`src/rtl/pdm_serializer.sv`:
```
// PDM serializer: buffers 16-bit words and shifts them out MSB first
// against a divided bit clock, filling gaps with a silence word.
module pdm_serializer #(
    parameter int          CLK_DIV    = 100,
    parameter int          FIFO_DEPTH = 4,
    parameter logic [15:0] IDLE_WORD  = 16'hAAAA
) (
    input  logic        clock,
    input  logic        reset_n,
    input  logic        enable,
    input  logic [15:0] data_in,
    input  logic        data_valid,
    output logic        data_ready,
    output logic        pdm_clk_o,
    output logic        pdm_data_o,
    output logic        done,
    output logic        underrun
);

    localparam int AW = $clog2(FIFO_DEPTH);
    localparam int DW = $clog2(CLK_DIV);
    localparam logic [AW:0]   FULL_CNT = (AW+1)'(FIFO_DEPTH);
    localparam logic [DW-1:0] DIV_LAST = DW'(CLK_DIV - 1);
    localparam logic [DW-1:0] DIV_HALF = DW'(CLK_DIV / 2);

    typedef enum logic [1:0] {IDLE, LOAD, SHIFT} state_t;

    state_t        state;
    logic [15:0]   mem [FIFO_DEPTH];
    logic [AW-1:0] wr_ptr;
    logic [AW-1:0] rd_ptr;
    logic [AW:0]   count;
    logic [DW-1:0] div_cnt;
    logic [DW-1:0] div_nxt;
    logic [3:0]    bit_cnt;
    logic [15:0]   sreg;
    logic          from_fifo;
    logic          full;
    logic          empty;
    logic          push;
    logic          pop;
    logic          strobe;
    logic          boundary;

    assign full       = (count == FULL_CNT);
    assign empty      = (count == '0);
    assign data_ready = !full;
    assign push       = data_valid && !full;

    assign strobe   = enable && (div_cnt == DIV_LAST) && (state != IDLE);
    assign boundary = strobe && ((state == LOAD) || (bit_cnt == 4'd15));
    // empty is registered, so a word written on this edge is never popped now
    assign pop      = boundary && !empty;

    always_comb begin
        div_nxt = '0;
        if (enable && (div_cnt != DIV_LAST)) begin
            div_nxt = div_cnt + 1'b1;
        end
    end

    always_ff @(posedge clock) begin
        if (push) begin
            mem[wr_ptr] <= data_in;
        end
    end

    always_ff @(posedge clock or negedge reset_n) begin
        if (!reset_n) begin
            wr_ptr <= '0;
            rd_ptr <= '0;
            count  <= '0;
        end else begin
            if (push) begin
                wr_ptr <= wr_ptr + 1'b1;
            end
            if (pop) begin
                rd_ptr <= rd_ptr + 1'b1;
            end
            case ({push, pop})
                2'b10:   count <= count + 1'b1;
                2'b01:   count <= count - 1'b1;
                default: count <= count;
            endcase
        end
    end

    always_ff @(posedge clock or negedge reset_n) begin
        if (!reset_n) begin
            state      <= IDLE;
            div_cnt    <= '0;
            bit_cnt    <= '0;
            sreg       <= '0;
            from_fifo  <= 1'b0;
            pdm_clk_o  <= 1'b0;
            pdm_data_o <= 1'b0;
            done       <= 1'b0;
            underrun   <= 1'b0;
        end else begin
            div_cnt   <= div_nxt;
            pdm_clk_o <= (div_nxt >= DIV_HALF);
            done      <= 1'b0;
            if (!enable) begin
                state      <= IDLE;
                bit_cnt    <= '0;
                sreg       <= '0;
                from_fifo  <= 1'b0;
                pdm_data_o <= 1'b0;
                underrun   <= 1'b0;
            end else begin
                case (state)
                    IDLE:    state <= LOAD;
                    LOAD:    if (strobe) state <= SHIFT;
                    SHIFT:   state <= SHIFT;
                    default: state <= IDLE;
                endcase
                if (boundary) begin
                    done      <= (state == SHIFT) && from_fifo;
                    from_fifo <= !empty;
                    bit_cnt   <= '0;
                    if (!empty) begin
                        sreg       <= mem[rd_ptr];
                        pdm_data_o <= mem[rd_ptr][15];
                    end else begin
                        sreg       <= IDLE_WORD;
                        pdm_data_o <= IDLE_WORD[15];
                        underrun   <= 1'b1;
                    end
                end else if (strobe) begin
                    sreg       <= sreg << 1;
                    pdm_data_o <= sreg[14];
                    bit_cnt    <= bit_cnt + 4'd1;
                end
            end
        end
    end

endmodule

```
`config.mk`:
```
export PLATFORM = sky130hd
export DESIGN_NAME = pdm_serializer
export DESIGN_NICKNAME = d
export VERILOG_FILES = /design/src/rtl/pdm_serializer.sv
export SDC_FILE = /design/constraint.sdc
export NUM_CORES = 1
export LEC_CHECK = 0
export BUFFER_PORTS_ARGS = -buffer_cell sky130_fd_sc_hd__buf_2
export CAP_MARGIN = 20
export CORE_ASPECT_RATIO = 0.75
export CORE_MARGIN = 1.5
export CORE_UTILIZATION = 60
export CTS_BUF_LIST = sky130_fd_sc_hd__clkbuf_8 sky130_fd_sc_hd__clkbuf_16
export DETAILED_ROUTE_END_ITERATION = 8
export PLACE_DENSITY_LB_ADDON = 0.2
export SLEW_MARGIN = 20
export SYNTH_ARGS = -nofsm -noshare
export SYNTH_HDL_FRONTEND = slang
export SYNTH_SLANG_ARGS = --single-unit
export TNS_END_PERCENT = 20
```
`constraint.sdc`:
```
create_clock -name clock -period 2.9 [get_ports clock]
set_input_delay 0.145 -clock clock [delete_from_list [all_inputs] [get_ports clock]]
set_output_delay 0.145 -clock clock [all_outputs]
set_load 0.05 [all_outputs]
```
Word-level counts from Yosys, hierarchy flattened
Memories as Yosys holds them, arrays and structs flattened.
Cells that the tools add are included.
{"block": "totals", "mem_count": 1, "input_bits": 20, "regBits": 40, "word_cells": 72, "ramBits": 64}
{"memory": "mem", "words": 4, "width": 16, "read_ports": 1, "rd_ports_with_merged_regs": 0, "write_ports": 1, "line_no": "29", "source": "logic [15:0] mem [FIFO_DEPTH];"}
{"block": "classes", "n_reduce_logical": 15, "n_eq_ne": 12, "addsub": 6, "n_mux": 25, "magnitude_cmp": 1}
{"cell": "15-bit 2-to-1 mux", "n": 4}
{"cell": "1-bit 2-to-1 mux", "n": 13}
{"cell": "4-bit 2-to-1 mux", "n": 3}
{"cell": "7-bit by 1-bit adder with 7-bit output (second input constant)", "n": 1}
{"cell": "7-bit equality test (second input constant)", "n": 1}
{"cell": "7-bit by 6-bit greater-or-equal comparator with 1-bit output (second input constant)", "n": 1}
{"cell": "1-bit logical AND", "n": 7}
{"cell": "7-bit 2-to-1 mux", "n": 1}
{"cell": "7-bit != test (second input constant)", "n": 1}
{"cell": "2-bit case mux with 3 select lines", "n": 1}
{"cell": "3-bit case mux with 2 select lines", "n": 1}
{"cell": "2-bit by 1-bit adder with 2-bit output (second input constant)", "n": 2}
{"cell": "4-bit by 1-bit adder with 4-bit output (second input constant)", "n": 1}
{"cell": "2-bit by 1-bit equality test with 1-bit output (second input constant)", "n": 2}
{"cell": "2-bit equality test (second input constant)", "n": 2}
{"cell": "4-bit equality test (second input constant)", "n": 1}
{"cell": "2-bit 2-to-1 mux", "n": 2}
{"cell": "2-bit by 1-bit != test with 1-bit output (second input constant)", "n": 2}
{"cell": "2-bit nonzero test", "n": 2}
{"cell": "3-bit by 1-bit adder with 3-bit output (second input constant)", "n": 1}
{"cell": "3-bit equality test (second input constant)", "n": 1}
{"cell": "3-bit zero test", "n": 1}
{"cell": "3-bit by 1-bit != test with 1-bit output (second input constant)", "n": 1}
{"cell": "3-bit != test (second input constant)", "n": 1}
{"cell": "5 further kinds", "n": 6}

Depth between registers and ports, before layout
Gate-level depths: netlist of the first run.
{"block": "logic_depth", "word_depth": 7, "mapped_depth": 13}

Worst setup path before layout of the first run
OpenSTA, ideal clock, no wires.
{"block": "synth_timing", "path_type": "register -> register", "start": "register count[0]", "end": "register count[2]", "arrival_time_ns": 2.365, "setup_time_ns": 0.079, "stages_incl_launch_ff": 11, "slack_ns": 0.456, "path_cell_list": "dfrtp_1 -> inv_1 -> nand3_1 -> and2_1 -> inv_1 -> ha_1 -> inv_1 -> fa_1 -> xor2_1 -> nor2_1 -> xor2_1"}
{"block": "synth_between", "elab_chain_len": 5, "elab_cells_between_ends": 12, "cone_classes": "add/sub: 2; eq/ne: 3; mux: 1; reduce/logical: 6"}
{"item": "start, declared", "line_no": "32", "source": "logic [AW:0] count;"}
{"item": "start signal, assigned", "line_no": "81", "source": "2'b10: count <= count + 1'b1;"}
{"item": "start signal, assigned", "line_no": "82", "source": "2'b01: count <= count - 1'b1;"}
{"item": "start signal, assigned", "line_no": "83", "source": "default: count <= count;"}
{"item": "3-bit equality test *", "line_no": "45", "source": "assign full = (count == FULL_CNT);"}
{"item": "1-bit zero test *"}
{"item": "net data_ready", "line_no": "13", "source": "output logic data_ready,"}
{"item": "1-bit logical AND *", "line_no": "48", "source": "assign push = data_valid && !full;"}
{"item": "2-bit by 1-bit equality test with 1-bit output or 2-bit equality test (tied branches)", "line_no": "80", "source": "case ({push, pop})"}
{"item": "3-bit case mux with 2 select lines or 2-bit nonzero test (tied branches)"}
The timed path passes the listed nets; every way through them passes the cells marked *.
A chain may end at the register's enable or synchronous reset.

Worst setup path in the final report of the first run
{"block": "layout_timing", "start": "register div_cnt[0]", "end": "register count[2]"}
{"block": "layout_between", "elab_chain_len": 7, "elab_cells_between_ends": 9, "cone_classes": "eq/ne: 3; mux: 1; reduce/logical: 5"}
{"item": "start, declared", "line_no": "33", "source": "logic [DW-1:0] div_cnt;"}
{"item": "start signal, assigned", "line_no": "100", "source": "div_cnt <= div_nxt;"}
{"item": "7-bit equality test *", "line_no": "50", "source": "assign strobe = enable && (div_cnt == DIV_LAST) && (state != IDLE);"}
{"item": "1-bit logical AND * (2 in series)", "line_no": "50"}
{"item": "1-bit logical AND *", "line_no": "51", "source": "assign boundary = strobe && ((state == LOAD) || (bit_cnt == 4'd15));"}
{"item": "1-bit logical AND *", "line_no": "53", "source": "assign pop = boundary && !empty;"}
{"item": "2-bit by 1-bit equality test with 1-bit output or 2-bit equality test (tied branches)", "line_no": "80"}
{"item": "3-bit case mux with 2 select lines or 2-bit nonzero test (tied branches)"}
Every way passes the cells marked *; elsewhere a longest branch is shown, timed or not.

==> results of run 1 <==
-- flip-flops by register name, summed over array words and instances, names as in the netlist --
name / cells
mem: 64
sreg: 15
div_cnt: 7
bit_cnt: 4
count: 3
rd_ptr: 2
state: 2
wr_ptr: 2
done: 1
from_fifo: 1
pdm_clk_o: 1
pdm_data_o: 1
underrun: 1
-- logic make-up after synthesis --
family | synth area share, %
buf+inv | 3.06
compound gates | 6.26
fa+ha+maj | 3.57
flops | 66.2
mux | 9.33
simple gates | 9.38
xor+xnor | 2.18
-- worst max-delay path by stage --
stage,start,end,slack (ns),depth (start not counted)
final,div_cnt[0]$_DFF_PN0_,count[2]$_DFFE_PN0P_,0.43,10
after global routing,div_cnt[0]$_DFF_PN0_,count[2]$_DFFE_PN0P_,0.26,10
after CTS,div_cnt[0]$_DFF_PN0_,count[2]$_DFFE_PN0P_,0.41,10
after detailed placement,div_cnt[0]$_DFF_PN0_,count[2]$_DFFE_PN0P_,0.44,10
after global placement,div_cnt[0]$_DFF_PN0_,count[2]$_DFFE_PN0P_,0.49,10
after floorplan,count[0]$_DFFE_PN0P_,count[2]$_DFFE_PN0P_,0.46,10
-- stage by stage --
stage / worst slack (ns) / cells / total power (µW) / utilization (%)
6_report: 0.435 / 427 / 3500 / 71.1
5_1_grt: 0.257 / 427 / 3670 / 71.1
4_1_cts: 0.407 / 427 / 3530 / 71.1
3_5_place_dp: 0.444 / 398 / 2540 / 66.0
3_3_place_gp: 0.495 / 398 / 2520 / 66.0
2_1_floorplan: 0.456 / 288 / 2340 / -
-- layer usage --
layer / global-route usage, % / up-vias
met1: 32.2 / 1219
met4: 3.70 / 0
li1: - / 1159
met5: 0 / -
met3: 6.11 / 5
met2: 31.6 / 58
-- cells in the final DEF, fill, tap and decap left out, types with 11 or more instances in the layout --
cell type / synthesis / routed
mux4_2: 16 / 16
nand2_1: 34 / 34
nor2_1: 11 / 11
nand3_1: 14 / 14
ha_1: 11 / 11
dlygate4sd3_1: 0 / 13
dfrtp_1: 40 / 40
buf_2: 6 / 24
edfxtp_1: 64 / 64
-- power by group --
part	total (µW)	switching [µW]	leakage (µW)	internal (µW)
clock	982	485	0.000115	497
combinational	612	396	0.000714	216
sequential	1900	78.9	0.00113	1830
-- final cells by class --
cell class / count / area, µm²
Timing Repair Buffer: 41 / 280
Inverter: 10 / 37.5
Clock buffer: 9 / 124
Clock inverter: 7 / 100
Fill cell: 482 / 2010
Sequential cell: 104 / 2920
Multi-Input combinational cell: 158 / 1370
Tap cell: 98 / 123
-- worst max-delay path: cells and delay by family, from the launching register on --
kind,cells,cell delay (ns)
xor+xnor,2,0.32
buf+inv,1,0.06
flops,1,0.37
fa+ha+maj,3,0.93
simple gates,4,0.71
-- timing repair --
action / CTS / global route
endpoints found under the setup margin: 0 / 0
hold buffers: 13 / 0
endpoints found under the hold margin: 88 / 0
buffers inserted: 0 / 0
==> impl_metrics.ini, run 1 <==
[outcome]
status = completed

[critical_path]
slowest_stage = ha_1
startpoint_type = flop
reg2reg_to = count[2]$_DFFE_PN0P_
reg2reg_depth = 10
crit_type = reg -> reg
cp_max_fo = 9
cp-end-kind = flop
crit_path_cell_trace = ha_1, nand4bb_4, nor4_4, and2_4, ha_1, inv_1, fa_1, xor2_1, nor2_1, xor2_1
r2r_slack_ns = 0.43
critPathMaxStageDelay_ns = 0.38
reg2reg_from = div_cnt[0]$_DFF_PN0_
critPathArrivalTime_ns = 2.75
crit_required_ns = 3.19

[global_route]
track_usage_pct = 21.3
grt_max_degree = 41
antenna_found_initial = 0
grt_pass1_wl_mm = 12.5
gr-total-overflow = 0
grt_pass1_vias = 2456

[cts]
cts_tree = done
clk_latency_ns = 0.36
cts_sinks = 104
h-tree-depth = 3
cts_resized = 0
cts_buffers = 9
cts_root_buf = clkbuf_8
clockBufferDepth = 2
clk_pin_slew_worst_paths_ns = 0.10

[finish]
antenna_cells = 0
layout-area-overhead-vs-synth_pct = 12.2
fin_area_um2 = 4950
drive_above_1_share_pct = 21.3
finalNetCount = 356

[timing]
layout_min_cycle_time_ns = 2.47
skew_ns = 0.00670
timing.fmax_ghz = 0.406
slew-limit-headroom_pct = 41.2
holdWs_ns = 0.0162
tns_ns = 0
rsz0062_at_grt = no
worst_pin_slew_ns = 0.881
setup_viol = 0
hold_viol_final = 0
slew_violations = 0
period_share_pct = 85.0

[detailed_routing]
route.detailed.drc = 0
ant_nets = 0
top_layer = met4
detail_route.vias_per_cell = 5.72
met3_length_um = 355
num_vias = 2441
initialDrtViolationCount = 165
dr_wl_met2_mm = 3.49
avgRoutedWirePerCell_um = 17.3
wl_mm = 7.39
firstDrtPassIters = 4
wl_met1_mm = 3.51

[hold_path]
min-delay-start = data_in[0]
hold_depth = 1
hp-class = in -> reg
holdPathEnd = mem[1][0]$_DFFE_PP_

[flow_run]
drv_cap = 0

[pwr]
p_leak_uw = 0.00196
pwr_density_cell_nw_per_um2 = 707
irDropWorstVdd_mv = 0.435

[logic_synthesis]
synth-seq-area-share_pct = 66.2
syn_nets = 320
synth_area_um2 = 4410
synth_top_area_cell = edfxtp_1
yosys_warnings = 0
synthDominantCellAreaShare_pct = 43.5
ys_dominant_reg_cell = edfxtp_1
synthArstFlopShare_pct = 38.5
synth_cells = 288
yosys-top-cells-count = 64 x edfxtp_1, 40 x dfrtp_1, 34 x nand2_1
synth_edf_count = 64
yosys-top-cells-area = edfxtp_1 44%, dfrtp_1 23%, mux4_2 8.2%, ha_1 3.1%, nand2_1 2.9%
synth_area_per_cell_um2 = 15.3
yosysMostFrequentCell = edfxtp_1
synth-seq-cells = 104
ys_types = 48

[placement]
place_congestion = 0.764
dpl.hpwl_mm = 4.77
placed_area_um2 = 4600
place.port_buffers = 24

[floorplan]
core_area_um2 = 6960
start_util_pct = 63.4
die_x_um = 102
rows = 26
die_y_um = 77.3
ios = 25
die-area_um2 = 7890
No activity file was read; power rests on OpenSTA's default activity.
==> run 2: changes to the inputs <==
Settings changed: CORE_ASPECT_RATIO 0.75 to 1.5, HOLD_SLACK_MARGIN set to 0.02.
==> run 2 against run 1 <==
  * Cell count up 2.1%
  * Fmax down 4.0%
  * Total power fell by 3.8%
  * Clock skew about the same
  * Count of clock-buffer cells in the layout unchanged
  * Design area is 0.58% higher
  * Via count grew 1.0%
  * Worst hold slack improved by 0.077 ns
  * Global-route usage decreased by 0.44 points
  * Critical path type unchanged
  * Critical endpoint unchanged
  * Largest cell class unchanged
  * Highest routed layer unchanged
==> impl_metrics.ini, run 2 (synthesis gave the netlist of run 1 again) <==
[outcome]
status = completed

[detailed_routing]
initialDrtViolationCount = 127
firstDrtPassIters = 4
wl_mm = 7.37
avgRoutedWirePerCell_um = 16.9
ant_nets = 0
route.detailed.drc = 0
detail_route.vias_per_cell = 5.66
num_vias = 2466

[cts]
clk_latency_ns = 0.35
cts_sinks = 104
cts_resized = 0
cts_root_buf = clkbuf_8
h-tree-depth = 3
clk_pin_slew_worst_paths_ns = 0.09
postCtsSetupBuffers = 0
clockBufferDepth = 2
cts_buffers = 9
cts_tree = done
hold_buffers = 17

[floorplan]
rows = 38
start_util_pct = 61.5
die_y_um = 108
die_x_um = 73.0
core_area_um2 = 7180
die-area_um2 = 7890
ios = 25

[critical_path]
slowest_stage = dfrtp_1
crit_required_ns = 3.18
critPathArrivalTime_ns = 2.84
cp-end-kind = flop
crit_path_cell_trace = inv_1, ha_1, a31o_2, and2_4, and2_4, ha_1, inv_1, fa_1, xor2_1, nor2_1, xor2_1
worst-path-buf-inv = 2
cp_max_fo = 11
path_delay_family = adder cells
crit_type = reg -> reg
startpoint_type = flop
critPathMaxStageDelay_ns = 0.41

[finish]
drive_above_1_share_pct = 21.1
layout_common_cells = 64 x edfxtp_1, 40 x dfrtp_1, 34 x nand2_1
fillCellCount = 491
largest_reg_flops = 64
fin_util_pct = 69.4
antenna_cells = 0
layout-area-overhead-vs-synth_pct = 12.8
reg_top3 = mem: 64 flops, sreg: 15 flops, div_cnt: 7 flops
finalNetCount = 363
layout_commonest_cell = edfxtp_1
top_register = mem
multi_input_area_um2 = 1370
seq_area_um2 = 2920

[placement]
place_congestion = 0.768
dpl.hpwl_mm = 4.81
place.port_buffers = 24

[flow_run]
drv_cap = 0

[timing]
setup_viol = 0
layout_min_cycle_time_ns = 2.57
period_share_pct = 88.5
hold_viol_final = 0
timing.fmax_ghz = 0.390
skew_ns = 0.00648
tns_ns = 0
slew_violations = 0
worst_pin_slew_ns = 0.874
rsz0062_at_grt = no
slew-limit-headroom_pct = 41.7

[global_route]
grt_max_degree = 41
track_usage_pct = 20.8
grt_pass1_wl_mm = 12.1
gr-total-overflow = 0
antenna_found_initial = 0
grt_pass1_vias = 2557

[pwr]
irDropWorstVdd_mv = 0.446
p_leak_uw = 0.00197
pwr_density_cell_nw_per_um2 = 676

[hold_path]
hp-class = in -> reg
-- run 2: report_power, final --
part / switching (µW) / internal (µW)
combinational: 395 / 233
clock: 446 / 392
sequential: 79.3 / 1820
-- run 2: final timing paths --
path,startpoint,endpoint,slack [ns],depth (start not counted)
setup / recovery,state[1]$_DFFE_PN0P_,count[2]$_DFFE_PN0P_,0.33,11
hold / removal,enable,underrun$_DFFE_PN0P_,0.09,2
setup reg to reg,state[1]$_DFFE_PN0P_,count[2]$_DFFE_PN0P_,0.33,11
hold reg to reg,sreg[7]$_DFFE_PN0P_,sreg[7]$_DFFE_PN0P_,0.48,2
max in group asynchronous,reset_n,sreg[10]$_DFFE_PN0P_,1.91,2
min in group asynchronous,reset_n,div_cnt[5]$_DFF_PN0_,0.44,2
-- run 2: worst register-to-register path, stage by stage, from the launching register on --
cell,delay (ns)
dfrtp_1,0.41
inv_1,0.10
ha_1,0.25
a31o_2,0.28
and2_4,0.25
and2_4,0.18
ha_1,0.18
inv_1,0.06
fa_1,0.37
xor2_1,0.17
nor2_1,0.11
xor2_1,0.14
-- run 2: per-layer routing --
| layer | global-route usage, % | wire length (µm) | vias up |
|---|---|---|---|
| li1 | - | - | 1171 |
| met1 | 25.7 | 3050 | 1244 |
| met2 | 35.8 | 4020 | 43 |
| met3 | 4.29 | 192 | 8 |
| met4 | 7.82 | 103 | 0 |
| met5 | 0 | 0 | - |
-- run 2: metrics by stage --
stage                     hold slack (ns)  power, µW  setup slack (ns)  area (µm²)  cells
after floorplan                    -0.151       2340             0.456        4410    288
after global placement              0.311       2520             0.416        4620    403
after detailed placement            0.322       2550             0.347        4620    403
after CTS                          0.0686       3410             0.326        4980    436
after global routing               0.0751       3550             0.133        4980    436
final                              0.0929       3370             0.333        4980    436
-- run 2: cell type report --
| cell class | count | share of cell area [%] |
|---|---|---|
| timing repair buffer | 48 | 6.88 |
| multi-input combinational | 158 | 27.4 |
| sequential | 104 | 58.7 |
| clock buffer | 9 | 2.49 |
| tap | 100 | 2.51 |
| inverter | 10 | 0.754 |
| clock inverter | 7 | 1.28 |
==> run 3: changes to the inputs <==
Settings changed: CORE_ASPECT_RATIO 1.5 to 1.4, CORE_UTILIZATION 60 to 54.
Clock period 2.9 ns to 2.05 ns, I/O delays scaled along.
==> run 3 against run 2 <==
  * The run now ends with setup timing left
  * Largest power group unchanged
  * Combinational power increased by 67%
  * First-iteration DRC count up 6.3%
  * Count of clock-buffer cells in the layout is the same
  * Non-clock buffer count is 22 higher
==> impl_metrics.ini, run 3 (synthesis gave the netlist of run 1 again) <==
[outcome]
status = complete, but fails checks
violations = setup timing

[critical_path]
cp_max_fo = 2
reg2reg_from = div_cnt[1]$_DFF_PN0_
reg2reg_depth = 10
r2r_slack_ns = -0.03
crit_path_cell_trace = ha_4, nand4bb_4, nor4_4, and2_4, ha_4, inv_2, fa_2, xor2_1, nor2_1, xor2_1
critPathMaxStageDelay_ns = 0.40
worst-path-buf-inv = 1
startpoint_type = flop
critPathArrivalTime_ns = 2.37
crit_required_ns = 2.34
crit_type = reg -> reg
path_delay_family = simple AND/OR/NAND/NOR gates
slowest_stage = dfrtp_1
reg2reg_to = count[2]$_DFFE_PN0P_
cp-end-kind = flop
crit_start = div_cnt[1]$_DFF_PN0_

[timing]
setup_viol = 1
worst_pin_slew_ns = 0.700
rsz0062_at_grt = yes
timing.fmax_ghz = 0.481
slew-limit-headroom_pct = 53.3
period_share_pct = 101
hold_viol_final = 0
layout_min_cycle_time_ns = 2.08
worst_slack_ns = -0.0303
skew_ns = 0.00865
slew_violations = 0

[cts]
clockBufferDepth = 2
cts_sinks = 104
clk_pin_slew_worst_paths_ns = 0.09
postCtsSetupBuffers = 0
cts_buffers = 9
cts_root_buf = clkbuf_8
clk_latency_ns = 0.36
cts_tree = done
h-tree-depth = 3

[placement]
place.port_buffers = 24
dpl.hpwl_mm = 5.08
place_congestion = 0.765

[detailed_routing]
avgRoutedWirePerCell_um = 16.8
initialDrtViolationCount = 135
route.detailed.drc = 0
ant_nets = 0
num_vias = 2575
firstDrtPassIters = 4
detail_route.vias_per_cell = 5.62
wl_mm = 7.68

[finish]
drive_above_1_share_pct = 27.9
layout_commonest_cell = edfxtp_1
layout-area-overhead-vs-synth_pct = 17.5
fillCellCount = 562
fin_util_pct = 66.1
finalNetCount = 385
largest_reg_flops = 64
reg_top3 = mem: 64 flops, sreg: 15 flops, div_cnt: 7 flops
top_register = mem
antenna_cells = 0
layout_common_cells = 64 x edfxtp_1, 40 x dfrtp_1, 34 x nand2_1

[floorplan]
die_x_um = 79.4
core_area_um2 = 7850
die-area_um2 = 8730
rows = 38
die_y_um = 110
ios = 25
start_util_pct = 56.3

[global_route]
track_usage_pct = 20.2
grt_max_degree = 29
antenna_found_initial = 0
grt_pass1_vias = 2616
gr-total-overflow = 0
grt_pass1_wl_mm = 12.7

[hold_path]
holdPathEnd = wr_ptr[0]$_DFFE_PN0P_
hp-class = in -> reg
hold_depth = 3
min-delay-start = data_valid

[pwr]
irDropWorstVdd_mv = 0.726
p_leak_uw = 0.00207
total_power_uw = 4810
pwr_density_cell_nw_per_um2 = 927

[flow_run]
drv_cap = 0
run 3: changes by cell type in the layout (fill, tap and decap cells not counted), moves of 2 or more:
cell and change:
buf_4 +20, inv_2 +2, inv_1 -2, ha_1 -5
ha_4 +3, ha_2 +2
run 3: cell type report:
cell class                 count  area, µm²  area share [%]
clock buffer                   9        124            2.39
clock inverter                 7       40.0           0.772
inverter                      10       37.5           0.724
multi-input combinational    158       1420            27.3
sequential                   104       2920            56.3
tap                          100        125            2.41
timing repair buffer          70        523            10.1
run 3: how the worst max path moves through the flow:
stage                                       to  slack, ns  cells past startpoint
after CTS                 count[2]$_DFFE_PN0P_      -0.05                     10
after global routing      count[2]$_DFFE_PN0P_      -0.18                     10
final                     count[2]$_DFFE_PN0P_      -0.03                     10
after global placement    count[2]$_DFFE_PN0P_     -0.002                     10
after detailed placement  count[2]$_DFFE_PN0P_      -0.05                     10
after floorplan           count[2]$_DFFE_PN0P_      -0.15                     12
run 3: worst min-delay path: cells and delay by family:
family / cells / cell delay (ns)
xor gates and xnor gates: 1 / 0.08
and+or+nand+nor: 1 / 0.18
buffers and inverters: 1 / 0.11
run 3: metal layers:
layer  up-vias  track usage (%)  part of all wire, %
met4         0             9.90                  2.0
met2        47             35.8                   54
met5         -                0                    0
met1      1297             23.5                   40
li1       1219                -                    -
met3        12             4.03                  3.3
run 3: metrics by stage:
| step | cells | setup WS (ns) | hold WS (ns) | instance area (µm²) | TNS (ns) |
|---|---|---|---|---|---|
| finish | 458 | -0.0303 | 0.139 | 5190 | -0.0303 |
| global route | 458 | -0.176 | 0.156 | 5190 | -0.254 |
| CTS | 458 | -0.0537 | 0.125 | 5190 | -0.0537 |
| detailed placement | 424 | -0.0505 | 0.0747 | 4830 | -0.0580 |
| global placement | 424 | -0.00216 | 0.0648 | 4830 | -0.00216 |
| floorplan | 288 | -0.148 | -0.193 | 4460 | -0.261 |
run 3: timing repair:
| action | in CTS | in global routing |
|---|---|---|
| hold endpoints to repair | 83 | 0 |
| pin swaps | 0 | 0 |
| gates resized for setup | 3 | 0 |
| endpoints found under the setup margin | 2 | 2 |
| hold buffers | 18 | 0 |
run 3: where the power goes:
group | internal [µW] | switching (µW)
logic | 429 | 622
registers | 2580 | 103
clock network | 428 | 650
total | 3430 | 1370
